File: src/rtl/washer_phase_timer.sv
// Saturating phase timer: counts while enabled, clears whenever enable drops, flags terminal count.
module washer_phase_timer #(
  parameter int TMR_W    = 16,
  parameter int TERMINAL = 1
) (
  input  logic clock,
  input  logic reset,
  input  logic enable,
  output logic done
);

  localparam logic [TMR_W-1:0] TERM = TERMINAL[TMR_W-1:0];

  logic [TMR_W-1:0] count_reg;

  always_ff @(posedge clock or negedge reset) begin
    if (!reset) begin
      count_reg <= '0;
    end else if (!enable) begin
      count_reg <= '0;
    end else if (count_reg != TERM) begin
      count_reg <= count_reg + 1'b1;
    end
  end

  assign done = (count_reg == TERM);

endmodule

File: config.mk
export PLATFORM = sky130hd
export DESIGN_NAME = washer_phase_timer
export DESIGN_NICKNAME = d
export VERILOG_FILES = /design/src/rtl/washer_phase_timer.sv
export SDC_FILE = /design/constraint.sdc
export NUM_CORES = 1
export LEC_CHECK = 0
export BUFFER_PORTS_ARGS = -buffer_cell sky130_fd_sc_hd__buf_2
export CAP_MARGIN = 20
export CORE_MARGIN = 2
export CORE_UTILIZATION = 45
export CTS_CLUSTER_DIAMETER = 120
export DETAILED_ROUTE_END_ITERATION = 16
export PLACE_DENSITY = 0.64
export SLEW_MARGIN = 20
export SYNTH_ARGS = -nofsm -noshare
export SYNTH_HDL_FRONTEND = slang
export SYNTH_SLANG_ARGS = --single-unit
File: constraint.sdc
create_clock -name clock -period 1.4 [get_ports clock]
set_input_delay 0.21 -clock clock [delete_from_list [all_inputs] [get_ports clock]]
set_output_delay 0.21 -clock clock [all_outputs]
set_load 0.01 [all_outputs]
==> results.cfg, run 1 <==
[die]
die_h_um = 49.0
initial_core_util_pct = 47.0
die_area_mm2 = 0.00240
ioPinCount = 4
coreArea_mm2 = 0.00194
rows = 16
fp.dieW_um = 49.0

[place]
dpl_cell_area_mm2 = 0.00105
gp_congestion = 0.832
io_buffers = 3
dp_hpwl_mm = 1.26
place_ws_ns = -0.109
dp_cells = 132

[clocking]
cts_made_buffers = 3
ctsLongestPathBuffers = 2
cts.sinks = 16
clk_pin_slew_ns = 0.10
cts_tree = done
clkLatencyLatePin_ns = 0.29
cts_root_buf = clkbuf_4
htreeDepth = 1

[logic_synthesis]
ys_warn_count = 0
synthArstFlopShare_pct = 100
synth_area_um2 = 912
netlist.area_leader.share_pct = 43.9
ys_ff_latch = 16
synth_nets = 95
synth.largest_area_cell = dfrtp_1
seq_area_frac_synth_pct = 43.9
synth_edf_count = 0
ys_types = 29
syn_inst = 90
synth-main-ff-cell = dfrtp_1
avgSynthCellArea_um2 = 10.1
yosysMostFrequentCell = dfrtp_1
ys_top_cells_by_count = dfrtp_1, and2_1, nand2_1, nand3_1, xnor2_1
yosys-top-cells-area = dfrtp_1, and2_1, xnor2_1, xor2_1, nor4_2

[power_and_ir_drop]
powerDensity_mw_per_mm2 = 994
p_leak_nw = 0.585
peakVddDrop_v = 0.000813

[global_route]
overflow = 0
grt_usage_pct = 17.8
grt_pass1_vias = 712
antenna_found_initial = 0
grt_pass1_wl_mm = 3.28
grt_max_degree = 20

[run_status]
status = finished, violations left
violations = negative setup slack

[sta]
slew_headroom_pct = 74.7
slew_violations = 0
finClkSkew_ns = 0.00104
finalCriticalPeriod_ns = 1.67
hold_viol_final = 0
max_freq_mhz = 600
final.setup.worst_slack_ns = -0.268
worst_pin_slew_ns = 0.380
setup_viol = 4
period_share_pct = 119
rsz0062_at_grt = true

[cells_and_area]
seqCellArea_um2 = 405
multi_input_area_um2 = 591
final_area_mm2 = 0.00125
largest_reg_flops = 16
num_antenna_cells = 0
syn_to_final_growth_pct = 36.8
fillers = 159
drive_gt1_share_pct = 43.4
fin_nets = 119
fin_cells = 140

[routing]
drtPass1Iterations = 4
drt_iter0_drc = 8
drt-wirelength-per-cell_um = 14.1
ant_nets = 0
vias = 743
routed_wl_mm = 1.98
via_per_inst = 5.31
drc = 0

[hold_path]
whs_endpoint = count_reg[1]
min_from = enable
worstHoldPathCells = 3
hold_path_class = input port to flip-flop

[critical_path]
worst_setup_path_end_kind = primary output
worstPathArrival_ns = 1.46
required_ns = 1.19
critPathKind = flip-flop to primary output
worstReg2RegStart = count_reg[5]
r2r-end = count_reg[0]
cp-start-kind = flip-flop
reg2reg_setup_slack_ns = -0.10
ff2ff_path_depth = 5
worstPathMaxFanout = 5

[flow_run]
cap_viol_max_count = 0
[worst max-delay path, stage by stage, from the launching register on]
cell and delay (ns):
dfrtp_2 0.47, nor4_2 0.32, and4_4 0.28, buf_6 0.10
[per-layer routing]
layer | vias to the layer above | share of wire [%] | track usage [%] | wire (um)
li1 | 360 | - | - | -
met1 | 371 | 47 | 25.2 | 925
met2 | 10 | 50 | 27.6 | 995
met3 | 2 | 2.1 | 3.68 | 42
met4 | 0 | 0.66 | 4.76 | 13
met5 | - | 0 | 0 | 0
[placed cells by master (no fill, tap or decap), types with 3 or more instances in the layout]
master and instances:
nand2_1 7, inv_1 3, and2_1 10, clkbuf_4 3, dfrtp_1 12, nand3_1 4
buf_4 17, dfrtp_2 4, nor3_2 3, nor4_2 3, xor2_1 5, xnor2_1 6
[kinds of logic after synthesis]
kind of cell	count (synthesis)	synth area share, %
simple gates	48	33.9
flops	16	43.9
xor+xnor	11	10.6
compound gates	6	4.11
buf+inv	6	3.70
fa+ha+maj	2	2.74
mux	1	1.10
[power by group]
part	switching (mW)	internal, mW
Combinational	0.159	0.248
Clock	0.159	0.158
Sequential	0.0265	0.488
[worst max path at each step]
| stage | startpoint | end | slack [ns] | cells past startpoint |
|---|---|---|---|---|
| after floorplan | count_reg[0] | count_reg[0] | 0.004 | 6 |
| after global placement | count_reg[1] | done | -0.09 | 5 |
| after detailed placement | count_reg[1] | done | -0.11 | 5 |
| after CTS | count_reg[1] | done | -0.24 | 5 |
| after global routing | count_reg[1] | done | -0.31 | 5 |
| final | count_reg[5] | done | -0.27 | 3 |
[through the flow]
stage                     utilization [%]  hold slack [ns]  setup TNS, ns  power (mW)
after floorplan                         -          -0.0856              0       0.683
after global placement               54.3            0.142         -0.223       0.770
after detailed placement             54.3            0.149         -0.335       0.781
after CTS                            60.2            0.316         -0.407        1.20
after global routing                 64.2            0.323          -1.31        1.30
final                                64.2            0.302         -0.479        1.24
[final cells by class]
| type | count | area share (%) |
|---|---|---|
| Tap cell | 27 | 2.71 |
| Clock buffer | 4 | 2.91 |
| Multi-Input combinational cell | 68 | 47.3 |
| Timing Repair Buffer | 22 | 13.6 |
| Inverter | 3 | 0.903 |
| Sequential cell | 16 | 32.5 |
[repair_timing]
item / in CTS / in global routing
pin swaps: 1 / 1
setup endpoints to repair: 14 / 15
hold buffers: 1 / 0
buffers inserted: 3 / 0
hold endpoints to repair: 16 / 0
resized for setup: 11 / 16
Power figures use the tool's default switching activity.
==> inputs of run 2 (changes only) <==
--- a/config.mk
+++ b/config.mk
@@ -5,13 +5,15 @@
 export SDC_FILE = /design/constraint.sdc
 export NUM_CORES = 1
 export LEC_CHECK = 0
-export BUFFER_PORTS_ARGS = -buffer_cell sky130_fd_sc_hd__buf_2
+export ABC_AREA = 1
+export BUFFER_PORTS_ARGS = -buffer_cell sky130_fd_sc_hd__buf_4
 export CAP_MARGIN = 20
 export CORE_MARGIN = 2
 export CORE_UTILIZATION = 45
 export CTS_CLUSTER_DIAMETER = 120
 export DETAILED_ROUTE_END_ITERATION = 16
 export PLACE_DENSITY = 0.64
+export REMOVE_ABC_BUFFERS = 1
 export SLEW_MARGIN = 20
 export SYNTH_ARGS = -nofsm -noshare
 export SYNTH_HDL_FRONTEND = slang
==> run 2 against run 1 <==
The flow still finishes with violations (negative setup slack). Clock skew rose by 0.0029 ns. Cell count is 23% higher. Combinational power shrank 20%. Die area is 3.4% higher. Routed wire length grew 8.9%. Total power down 6.8%. Hold slack got worse by 0.074 ns. Non-clock buffer count fell by 11. First-iteration DRC count increased by 140%. Sequential cell count unchanged. Critical path type unchanged. Critical endpoint unchanged. Largest cell class unchanged.
==> results.cfg, run 2 <==
[sta]
max_freq_mhz = 630
finalCriticalPeriod_ns = 1.59
hold_viol_final = 0
finClkSkew_ns = 0.00397
worst_pin_slew_ns = 0.264
final.setup.worst_slack_ns = -0.187
rsz0062_at_grt = true
slew_headroom_pct = 82.3
slew_violations = 0
tns_ns = -0.187
period_share_pct = 113
setup_viol = 1
hold_ws_ns = 0.228

[place]
gp_congestion = 0.847
dp_hpwl_mm = 1.54
place_ws_ns = 0.0531
dp_cells = 163
dpl_cell_area_mm2 = 0.00102
io_buffers = 3

[cells_and_area]
syn_to_final_growth_pct = 19.6
largest_reg_flops = 16
drive_gt1_share_pct = 21.4
final_area_mm2 = 0.00113
final_util_pct = 57.1
fin_nets = 151
num_antenna_cells = 0
final_common_cell = nand2_1
final_cell_mix = nand2_1, nor2_1, dfrtp_1
fin_cells = 172

[global_route]
antenna_found_initial = 0
grt_max_degree = 17
overflow = 0
grt_pass1_wl_mm = 3.77
grt_pass1_vias = 864
grt_usage_pct = 20.1

[logic_synthesis]
avgSynthCellArea_um2 = 7.22
synth_area_um2 = 946
ys_warn_count = 0
synth_edf_count = 0
yosysMostFrequentCell = nand2_1
synthArstFlopShare_pct = 100
syn_inst = 131
ys_top_cells_by_count = nand2_1, nor2_1, dfrtp_1, inv_1, nand3_1
netlist.area_leader.share_pct = 42.3
synth.largest_area_cell = dfrtp_1
ys_ff_latch = 16
ys_types = 20
synth-main-ff-cell = dfrtp_1
seq_area_frac_synth_pct = 42.3
yosys-top-cells-area = dfrtp_1, nand2_1, nor2_1, nand3_1, inv_1

[routing]
routed_wl_mm = 2.15
vias = 915
drt_iter0_drc = 19
drc = 0
drt-wirelength-per-cell_um = 12.5
via_per_inst = 5.32
drtPass1Iterations = 4
ant_nets = 0

[clocking]
clk_pin_slew_ns = 0.10
cts_made_buffers = 3
cts_root_buf = clkbuf_4
clkLatencyLatePin_ns = 0.29
cts.sinks = 16
cts_tree = done
htreeDepth = 1
ctsLongestPathBuffers = 2

[power_and_ir_drop]
p_int_uw = 797
peakVddDrop_v = 0.000958
finalPower_mw = 1.15
p_clk_share_pct = 26.8
p_sw_uw = 358
p_leak_nw = 0.511
combPwrFrac_pct = 28.1
powerDensity_mw_per_mm2 = 1020
switching_share_pct = 31.0
seqPwrFrac_pct = 45.2

[die]
coreArea_mm2 = 0.00198
die_area_mm2 = 0.00248
rows = 16
initial_core_util_pct = 47.7
ioPinCount = 4
fp.dieW_um = 49.8
die_h_um = 49.8

[critical_path]
worstPathCellList = nor2_4 > nand3_2 > nor4_2 > buf_4
crit_family = flip-flops
worst_setup_path_end_kind = primary output
required_ns = 1.19
worstPathMaxFanout = 5
cp_num_buf_inv = 1
reg2reg_setup_slack_ns = 0.06
slowest_delay_ns = 0.47
crit_slowest_cell = dfrtp_2
critPathKind = flip-flop to primary output
worstPathArrival_ns = 1.38
cp-start-kind = flip-flop

[flow_run]
cap_viol_max_count = 0

[run_status]
status = finished, violations left
violations = negative setup slack

[hold_path]
hold_path_class = input port to flip-flop
run 2: changes by cell type in the layout (fill, tap and decap cells not counted), moves of 6 or more:
cell / previous run / this run
nand2_1: 7 / 29
nor2_1: 2 / 23
and2_1: 10 / 0
inv_1: 3 / 13
a21oi_1: 0 / 8
buf_4: 17 / 10
xnor2_1: 6 / 0
run 2: power by group through the flow:
stage | clock [mW] | combinational, mW | sequential (mW)
2_1_floorplan | 0 | 0.169 | 0.537
3_3_place_gp | 0 | 0.232 | 0.543
3_5_place_dp | 0 | 0.240 | 0.549
4_1_cts | 0.316 | 0.309 | 0.518
5_1_grt | 0.354 | 0.374 | 0.525
6_report | 0.309 | 0.324 | 0.521
run 2: worst reg2reg max path, delay by kind of cell (launching register included):
| kind | cells | cell delay [ns] |
|---|---|---|
| AND/OR/NAND/NOR | 5 | 0.52 |
| buffers and inverters | 1 | 0.14 |
| flip-flops | 1 | 0.38 |
| adder cells (fa/ha/maj) | 1 | 0.20 |
run 2: worst paths after layout:
kind / start / end / depth (start not counted)
max: count_reg[3] / done / 4
min: enable / count_reg[13] / 3
max reg2reg: count_reg[0] / count_reg[10] / 7
min reg2reg: count_reg[15] / count_reg[15] / 3
max in group asynchronous: reset / count_reg[2] / 2
min in group asynchronous: reset / count_reg[5] / 2
run 2: logic make-up (layout without fill, tap and decap cells):
logic type	Yosys count	count (layout)	share of synthesized area [%]
compound gates	16	16	8.86
buf+inv	14	28	5.56
flops	16	16	42.3
fa+ha+maj	2	2	2.65
simple gates	82	82	39.7
xor+xnor	1	1	0.926
run 2: cell type report:
| cell class | count | area, um2 |
|---|---|---|
| fill | 182 | 851 |
| multi-input combinational | 101 | 524 |
| sequential | 16 | 403 |
| timing repair buffer | 11 | 85.1 |
| inverter | 13 | 48.8 |
| clock buffer | 4 | 36.3 |
| tap | 27 | 33.8 |
run 2: routing by layer:
| layer | vias up | share of wire, % | track usage (%) |
|---|---|---|---|
| met3 | 7 | 3.2 | 3.64 |
| met4 | 0 | 2.4 | 9.72 |
| met2 | 17 | 46 | 31.8 |
| met5 | - | 0 | 0 |
| li1 | 456 | - | - |
| met1 | 435 | 48 | 26.4 |
run 2: timing repair:
item | CTS | global route
pin swaps | 1 | 5
endpoints found under the hold margin | 16 | 0
hold buffers | 1 | 0
endpoints found under the setup margin | 1 | 6
setup buffers | 2 | 2
resized for setup | 2 | 8
